==> config.mk <==
export PLATFORM = sky130hd
export DESIGN_NAME = reg64_write_arbiter
export DESIGN_NICKNAME = d
export VERILOG_FILES = /design/src/rtl/reg64_write_arbiter.sv
export SDC_FILE = /design/constraint.sdc
export NUM_CORES = 1
export LEC_CHECK = 0
export CAP_MARGIN = 20
export CORE_AREA = 2 2 130 132
export CTS_BUF_LIST = sky130_fd_sc_hd__clkbuf_8 sky130_fd_sc_hd__clkbuf_16
export DETAILED_ROUTE_END_ITERATION = 12
export DIE_AREA = 0 0 132 134
export GPL_TIMING_DRIVEN = 0
export PLACE_DENSITY_LB_ADDON = 0.12
export SYNTH_ARGS = -nofsm -noshare
export SYNTH_HDL_FRONTEND = slang
export SYNTH_SLANG_ARGS = --single-unit
export TNS_END_PERCENT = 1
==> constraint.sdc <==
create_clock -name clock -period 2.5 [get_ports clock]
set_clock_uncertainty 0.15 [all_clocks]
set_input_delay 0.25 -clock clock [delete_from_list [all_inputs] [get_ports clock]]
set_output_delay 0.25 -clock clock [all_outputs]
set_load 0.01 [all_outputs]
==> src/rtl/reg64_write_arbiter.sv <==
// reg64_write_arbiter
// Round-robin write arbiter for one shared WIDTH-bit register. The clients
// request writes, and one client wins per grant. The winner's data is loaded
// into the register, and a one-cycle ack pulse confirms the write.
// A GRANT cycle always follows each write, so at most one write completes
// every two cycles.
// Optional feature: define REG64_ARB_LOCK_EN to add the 'lock' input.
// With lock set, the current owner keeps winning while it holds req and lock.
// This allows atomic multi-word sequences.

module reg64_write_arbiter #(
  parameter int NREQ  = 4,
  parameter int WIDTH = 64,
  parameter int IDXW  = 2
) (
  input  logic                  clock,
  input  logic                  r,
  input  logic [NREQ-1:0]       req,
  input  logic [NREQ*WIDTH-1:0] wdata,
`ifdef REG64_ARB_LOCK_EN
  input  logic [NREQ-1:0]       lock,
`endif
  output logic [NREQ-1:0]       ack,
  output logic [WIDTH-1:0]      q,
  output logic                  q_valid,
  output logic [IDXW-1:0]       owner,
  output logic                  busy
);

  localparam logic [0:0] IDLE  = 1'b0;
  localparam logic [0:0] GRANT = 1'b1;

  logic [0:0]       state_q,   state_d;
  logic [IDXW-1:0]  ptr_q,     ptr_d;
  logic [WIDTH-1:0] q_q,       q_d;
  logic             q_valid_q, q_valid_d;
  logic [IDXW-1:0]  owner_q,   owner_d;
  logic [NREQ-1:0]  ack_q,     ack_d;
  logic             busy_q,    busy_d;

  // Winner select: first requester after ptr, wrapping modulo NREQ
  logic [IDXW-1:0]  rr_idx;
  logic             rr_found;
  logic [IDXW-1:0]  cand_idx;
  logic [IDXW-1:0]  win_idx;
  logic             keep_ptr;

  // Round-robin search starting one past the last winner
  always_comb begin
    // NOTE: every combinationally assigned signal gets a default first,
    // so no path through the block leaves it unassigned (no latch).
    rr_idx   = '0;
    rr_found = 1'b0;
    cand_idx = '0;
    for (int i = 1; i <= NREQ; i++) begin
      cand_idx = IDXW'((int'(ptr_q) + i) % NREQ);
      if (!rr_found && req[cand_idx]) begin
        rr_found = 1'b1;
        rr_idx   = cand_idx;
      end
    end
  end

  // Lock bypass: a locked owner wins again without moving the pointer
  always_comb begin
    win_idx  = rr_idx;
    keep_ptr = 1'b0;
`ifdef REG64_ARB_LOCK_EN
    if (q_valid_q && req[owner_q] && lock[owner_q]) begin
      win_idx  = owner_q;
      keep_ptr = 1'b1;
    end
`endif
  end

  // Next-state logic for the IDLE/GRANT sequencer
  always_comb begin
    state_d   = state_q;
    ptr_d     = ptr_q;
    q_d       = q_q;
    q_valid_d = q_valid_q;
    owner_d   = owner_q;
    ack_d     = '0;
    busy_d    = 1'b0;
    case (state_q)
      IDLE: begin
        if (|req) begin
          q_d       = wdata[int'(win_idx)*WIDTH +: WIDTH];
          owner_d   = win_idx;
          ptr_d     = keep_ptr ? ptr_q : win_idx;
          q_valid_d = 1'b1;
          ack_d     = {{(NREQ-1){1'b0}}, 1'b1} << win_idx;
          busy_d    = 1'b1;
          state_d   = GRANT;
        end
      end
      GRANT: begin
        // requests are ignored here; ack/busy fall at the next edge
        state_d = IDLE;
      end
      default: state_d = IDLE;
    endcase
  end

  // State registers, cleared asynchronously even in the middle of a GRANT
  always_ff @(posedge clock or negedge r) begin
    if (!r) begin
      state_q   <= IDLE;
      ptr_q     <= IDXW'(NREQ-1);
      q_q       <= '0;
      q_valid_q <= 1'b0;
      owner_q   <= '0;
      ack_q     <= '0;
      busy_q    <= 1'b0;
    end else begin
      // NOTE: non-blocking assignments, so all registers update together
      // from values sampled at the same edge.
      state_q   <= state_d;
      ptr_q     <= ptr_d;
      q_q       <= q_d;
      q_valid_q <= q_valid_d;
      owner_q   <= owner_d;
      ack_q     <= ack_d;
      busy_q    <= busy_d;
    end
  end

  assign ack     = ack_q;
  assign q       = q_q;
  assign q_valid = q_valid_q;
  assign owner   = owner_q;
  assign busy    = busy_q;

endmodule

==> reports/results.ini, run 1 <==
[layout]
n_antenna_cell = 0
instances_no_fill = 968
layout_common_cells = 332 x clkdlybuf4s50_1, 129 x mux2i_1, 72 x dfrtp_1
fin_nets = 1006
mostFrequentLayoutCell = clkdlybuf4s50_1
fillCellCount = 1489
synthToLayoutAreaGrowth_pct = 86.79
drive_gt1_share_pct = 5.882

[timing]
setup-violations-final = 0
fmax_ghz = 0.4343
fin_crit_sh_pct = 92.09
rsz0062_at_grt = no
final_hold_viol_count = 0
hold_slack_ns = 0.1950
relSlewSlack_pct = 61.51
slew_viol_final = 0
period_needed_ns = 2.302
tightest_slew_ns = 0.5773

[placement]
dp_hpwl_um = 14390
place_inst = 952
port_buffers = 333
place_congestion = 0.8753

[yosys]
yosysTopAreaCellShare_pct = 40.12
ys_top_cells_by_area = dfrtp_1 40%, mux2i_1 29%, o221ai_1 12%
postSynthAreaPerCell_um2 = 11.28
ys_seq_area_share_pct = 41.29
synth.distinct_cells = 25
yosysTopAreaCell = dfrtp_1
synth_nets = 660
ys_ff_latch = 74
yosys_warnings = 0
synthCells = 398
syn_area_mm2 = 0.004491

[route]
vias = 4606
drtIter0Drc = 115
wl_per_cell_um = 18.59
post-route-drc-count = 0
antenna_left = 0
via_per_inst = 4.758
wirelength_um = 18000
first_pass_iters = 4

[clock_tree]
cts-htree-levels = 3
cts_tree = built
cts_buffers = 9
path_clk_slew_ns = 0.06
root_buffer = clkbuf_16
cts_sinks = 74
clockBufferDepth = 2
clkLatencyLatePin_ns = 0.33
post_cts.repair.setup_buffers = 0

[floorplanning]
die_w_um = 132
ios = 334
die-area_mm2 = 0.01769
die_h_um = 134
core_area_mm2 = 0.01629
row_count = 47
initial_core_util_pct = 27.57

[hold_path]
hold_path.class = input port to asynchronous set/reset pin

[global_routing]
grt_max_degree = 57
grt_pass1_vias = 4992
grt_pass1_wl_um = 28120
antenna_found_initial = 0
grt-ovfl-total = 0
grt_use_total_pct = 20.30

[setup_path]
path_max_fanout = 10
critPathKind = flop to flop
worstPathRequired_ns = 2.53
crit_path_end_kind = flop
critPathArrivalTime_ns = 2.33
start_kind = flop

[flow_run]
maxCapViolations = 0

[power_and_ir_drop]
p_per_area_mw_per_mm2 = 890.4
power.leakage_nw = 3.636
finalPower_mw = 7.469
max-vdd-ir-drop_mv = 0.3669

[run_status]
outcome = finished, final reports clean

## timing repair
action	in CTS	in global routing
hold buffers	1	0
gates resized for setup	0	2
endpoints found under the hold margin	31	0
setup endpoints to repair	0	7
## cell type report
type | instances | area [um2] | share of cell area (%)
Clock buffer | 9 | 225.2 | 2.685
Buffer | 37 | 384.1 | 4.579
Sequential cell | 74 | 1854 | 22.11
Multi-Input combinational cell | 285 | 2246 | 26.78
Tap cell | 220 | 275.3 | 3.282
Clock inverter | 6 | 27.53 | 0.3282
Inverter | 2 | 7.507 | 0.08950
Timing Repair Buffer | 335 | 3368 | 40.16
## Yosys cell counts
master         instances
mux2i_1              129
dfrtp_1               72
nand2_1               69
o221ai_1              64
clkbuf_1              12
buf_12                 8
nor2_1                 7
buf_2                  6
bufbuf_8               5
a21oi_1                4
buf_6                  3
nand2b_1               3
a21o_1                 2
and3_1                 2
dfstp_2                2
a31oi_1                1
and2b_1                1
buf_1                  1
buf_4                  1
dlygate4sd1_1          1
inv_1                  1
inv_2                  1
nand2_2                1
o221ai_2               1
or2b_1                 1
## sequential cells by signal (all words and copies together) (netlist names)
| register | flops |
|---|---|
| owner | 2 |
| q | 64 |
| ack | 4 |
| q_valid | 1 |
| ptr_q | 2 |
| busy | 1 |
## stage by stage
stage,util (%),area [um2],setup slack [ns],setup TNS (ns)
floorplan,-,4491,0.6102,0
global placement,49.72,8099,-1.810,-136.66
detailed placement,49.87,8124,-0.2238,-7.560
CTS,51.49,8387,0.1255,0
global route,51.49,8388,0.01055,0
finish,51.49,8388,0.1976,0
## kinds of logic (layout without fill, tap and decap cells)
family / Yosys count / after routing / share of synthesized area, %
AO/OA/AOI/OAI: 72 / 72 / 13.74
AND/OR/NAND/NOR: 84 / 84 / 7.523
flip-flops: 74 / 74 / 41.29
multiplexers: 129 / 129 / 28.75
buffers and inverters: 39 / 389 / 8.693
## worst max-delay path, cell delays in order (launching register included)
cell and delay [ns]:
dfstp_2 0.58, a21oi_1 0.08, a31oi_1 0.21, a21oi_1 0.13, nand2_2 0.13, buf_2 0.27
buf_1 0.41, o221ai_1 0.19
## final timing paths
| path | end | depth (start not counted) | startpoint | slack [ns] |
|---|---|---|---|---|
| max in group asynchronous | ptr_q[0] | 3 | r | 1.37 |
| worst min register to register | owner[1] | 2 | owner[1] | 0.33 |
| worst max register to register | q[58] | 7 | ptr_q[1] | 0.20 |
| worst max-delay path | q[58] | 7 | ptr_q[1] | 0.20 |
| min in group clock | owner[1] | 2 | owner[1] | 0.33 |
| worst min-delay path | q[7] | 2 | r | 0.20 |
## per-layer routing
metal,vias to the layer above,share of wire (%),wire [um],GRT usage [%]
li1,2203,-,-,-
met1,2218,39,7080,23.08
met2,167,53,9582,37.93
met3,18,5.7,1022,4.497
met4,0,1.7,311,6.099
met5,-,0,0,0
## power by group
group	total [mW]	internal [mW]	switching [mW]
registers	2.07	1.76	0.309
logic	4.26	2.40	1.86
clock network	1.14	0.651	0.485
Power figures use the tool's default switching activity.
==> run 2, diff against run 1 <==
--- a/config.mk
+++ b/config.mk
@@ -5,7 +5,6 @@
 export SDC_FILE = /design/constraint.sdc
 export NUM_CORES = 1
 export LEC_CHECK = 0
-export CAP_MARGIN = 20
 export CORE_AREA = 2 2 130 132
 export CTS_BUF_LIST = sky130_fd_sc_hd__clkbuf_8 sky130_fd_sc_hd__clkbuf_16
 export DETAILED_ROUTE_END_ITERATION = 12
==> results of run 2 <==
Same layout as run 1: the final DEF is identical, and so are final timing and power.
==> run 3, diff against run 2 <==
--- a/config.mk
+++ b/config.mk
@@ -11,6 +11,7 @@
 export DIE_AREA = 0 0 132 134
 export GPL_TIMING_DRIVEN = 0
 export PLACE_DENSITY_LB_ADDON = 0.12
+export RECOVER_POWER = 100
 export SYNTH_ARGS = -nofsm -noshare
 export SYNTH_HDL_FRONTEND = slang
 export SYNTH_SLANG_ARGS = --single-unit
==> constraint.sdc (replaced) <==
create_clock -name clock -period 2.5 [get_ports clock]
set_clock_uncertainty 0.15 [all_clocks]
set_input_delay 0.25 -clock clock [delete_from_list [all_inputs] [get_ports clock]]
set_output_delay 0.25 -clock clock [all_outputs]
set_load 0.005 [all_outputs]
==> run 3 against run 2 <==
Design area shrank 0.39%. Largest power group unchanged. Largest cell class unchanged. Combinational power shrank 11%. Hold slack gained 0.13 ns. Power shrank 6.5%. Worst setup slack lost 0.031 ns. Clock power is essentially flat. First-iteration DRC count grew 12%.
==> reports/results.ini, run 3 (synthesized netlist as in run 1, its figures left out) <==
[setup_path]
cp_top_family = buffers and inverters
cpPeakStageDelay_ns = 0.58  ; about the same
start_kind = flop
timing.rr.end = q[39]
crit_path_end_kind = flop
r2r_cells = 8  ; +1
path_cells = nand2b_1 -> a21oi_1 -> o221ai_2 -> buf_6 -> clkbuf_4 -> buf_6 -> mux2i_1 -> o221ai_1
worst-path-buf-inv = 3  ; +1
crit_slowest_cell = dfstp_2
path_max_fanout = 10  ; unchanged
critPathKind = flop to flop
rrSetupSlack_ns = 0.17  ; -0.03 ns
worstPathRequired_ns = 2.52  ; about the same
critPathArrivalTime_ns = 2.35  ; +0.02 ns
cp_common_cell = buf_6
r2r-start = ptr_q[1]

[route]
first_pass_iters = 4  ; unchanged
via_per_inst = 4.787  ; +0.61%
antenna_left = 0  ; unchanged
wirelength_um = 17970  ; -0.18%
vias = 4634  ; +0.61%
post-route-drc-count = 0  ; unchanged
drtIter0Drc = 129  ; +12%
wl_per_cell_um = 18.56  ; -0.18%

[floorplanning]
ios = 334  ; unchanged
die-area_mm2 = 0.01769  ; unchanged
initial_core_util_pct = 27.57  ; unchanged
die_h_um = 134  ; unchanged
core_area_mm2 = 0.01629  ; unchanged
die_w_um = 132  ; unchanged
row_count = 47  ; unchanged

[layout]
synthToLayoutAreaGrowth_pct = 86.07
largest_register_ffs = 64  ; unchanged
drive_gt1_share_pct = 5.615  ; -0.27 points
layout_common_cells = 260 x clkdlybuf4s50_1, 129 x mux2i_1, 73 x dlygate4sd3_1
instances_no_fill = 968  ; unchanged
mostFrequentLayoutCell = clkdlybuf4s50_1
n_antenna_cell = 0  ; unchanged
fin_nets = 1006  ; unchanged

[clock_tree]
cts-htree-levels = 3  ; unchanged
root_buffer = clkbuf_16
cts_tree = built
path_clk_slew_ns = 0.05  ; about the same
post_cts.repair.setup_buffers = 0  ; unchanged
clkLatencyLatePin_ns = 0.33  ; about the same
clockBufferDepth = 2  ; unchanged
cts_sinks = 74  ; unchanged
cts_buffers = 9  ; unchanged

[placement]
port_buffers = 333  ; unchanged
place_ws_ns = -0.2238  ; unchanged
place_inst = 952  ; unchanged
dp_hpwl_um = 14390  ; unchanged
place_congestion = 0.8753  ; unchanged

[global_routing]
grt-ovfl-total = 0  ; unchanged
grt_pass1_wl_um = 28120  ; unchanged
grt_use_total_pct = 20.30  ; unchanged
grt_max_degree = 57  ; unchanged
grt_pass1_vias = 4992  ; unchanged
antenna_found_initial = 0  ; unchanged

[hold_path]
holdCritStartpoint = owner[1]
hold_path_end = owner[1]
hold_depth = 2
hold_path.class = flop to flop

[timing]
slew_viol_final = 0  ; unchanged
final_hold_viol_count = 0  ; unchanged
setup_tns_ns = 0  ; unchanged
tightest_slew_ns = 1.174  ; +0.5967 ns
fin_crit_sh_pct = 93.33  ; +1.2 points
relSlewSlack_pct = 21.73  ; -40 points
finalWorstSetupSlack_ns = 0.1667  ; -0.03097 ns
fmax_ghz = 0.4286  ; -1.3%
rsz0062_at_grt = no
period_needed_ns = 2.333  ; +0.03097 ns
setup-violations-final = 0  ; unchanged

[flow_run]
maxCapViolations = 0  ; unchanged

[power_and_ir_drop]
power.leakage_nw = 3.696  ; +1.7%
max-vdd-ir-drop_mv = 0.3340  ; -9.0%
p_per_area_mw_per_mm2 = 836.1  ; -6.1%
finalPower_mw = 6.986  ; -6.5%

[run_status]
outcome = finished, final reports clean

-- run 3: changes by cell type in the layout (fill, tap and decap cells not counted) --
cell | before | now
buf_1 | 1 | 0
buf_12 | 8 | 6
buf_2 | 6 | 5
buf_4 | 2 | 1
clkbuf_1 | 11 | 14
clkbuf_2 | 1 | 2
clkbuf_4 | 0 | 1
clkdlybuf4s50_1 | 332 | 260
dlygate4sd3_1 | 1 | 73
-- run 3: metrics by stage --
stage               util, %  hold slack (ns)  instance area [um2]
CTS                   51.49           0.1940                 8387
global placement      49.72           0.3026                 8099
floorplan                 -          -0.1956                 4491
detailed placement    49.87         0.005399                 8124
finish                51.29           0.3222                 8356
global route          51.29           0.3446                 8356
-- run 3: how the worst max path moves through the flow --
stage / slack [ns] / startpoint / cells past startpoint / end
CTS: 0.13 / req[3] / 9 / q[39]
finish: 0.17 / ptr_q[1] / 8 / q[39]
floorplan: 0.61 / ptr_q[1] / 8 / q[0]
detailed placement: -0.22 / req[3] / 9 / q[39]
global placement: -1.81 / r / 1 / q[31]
global route: 0.01 / req[3] / 9 / q[47]
-- run 3: repair_timing --
action / CTS / global route
endpoints found under the setup margin: 0 / 7
resized for setup: 0 / 2
endpoints found under the hold margin: 31 / 0
hold buffers: 1 / 0
-- run 3: area by class of cell --
type	count	area (um2)
fill	1498	7934
timing repair buffer	335	3364
multi-input combinational	285	2246
sequential	74	1854
buffer	37	355.3
tap	220	275.3
clock buffer	9	225.2
clock inverter	6	27.53
inverter	2	7.507
-- run 3: power by group --
part           leakage (nW)  switching [mW]  internal, mW
sequential            0.903           0.282          1.76
clock                 0.137           0.486         0.651
combinational          2.66            1.64          2.16
total                  3.70            2.41          4.58
-- run 3: layer usage --
layer	global-route usage [%]	share of wire (%)	routed length, um
met1	23.08	39	7017
met2	37.93	53	9543
met3	4.497	6.1	1089
met4	6.099	1.8	315
met5	0	0	0
-- run 3: worst register-to-register path, delay by kind of cell, from the launching register on --
kind,cells,cell delay [ns]
buffers and inverters,3,0.72
flip-flops,1,0.58
AO/OA/AOI/OAI,3,0.41
multiplexers,1,0.20
AND/OR/NAND/NOR,1,0.12
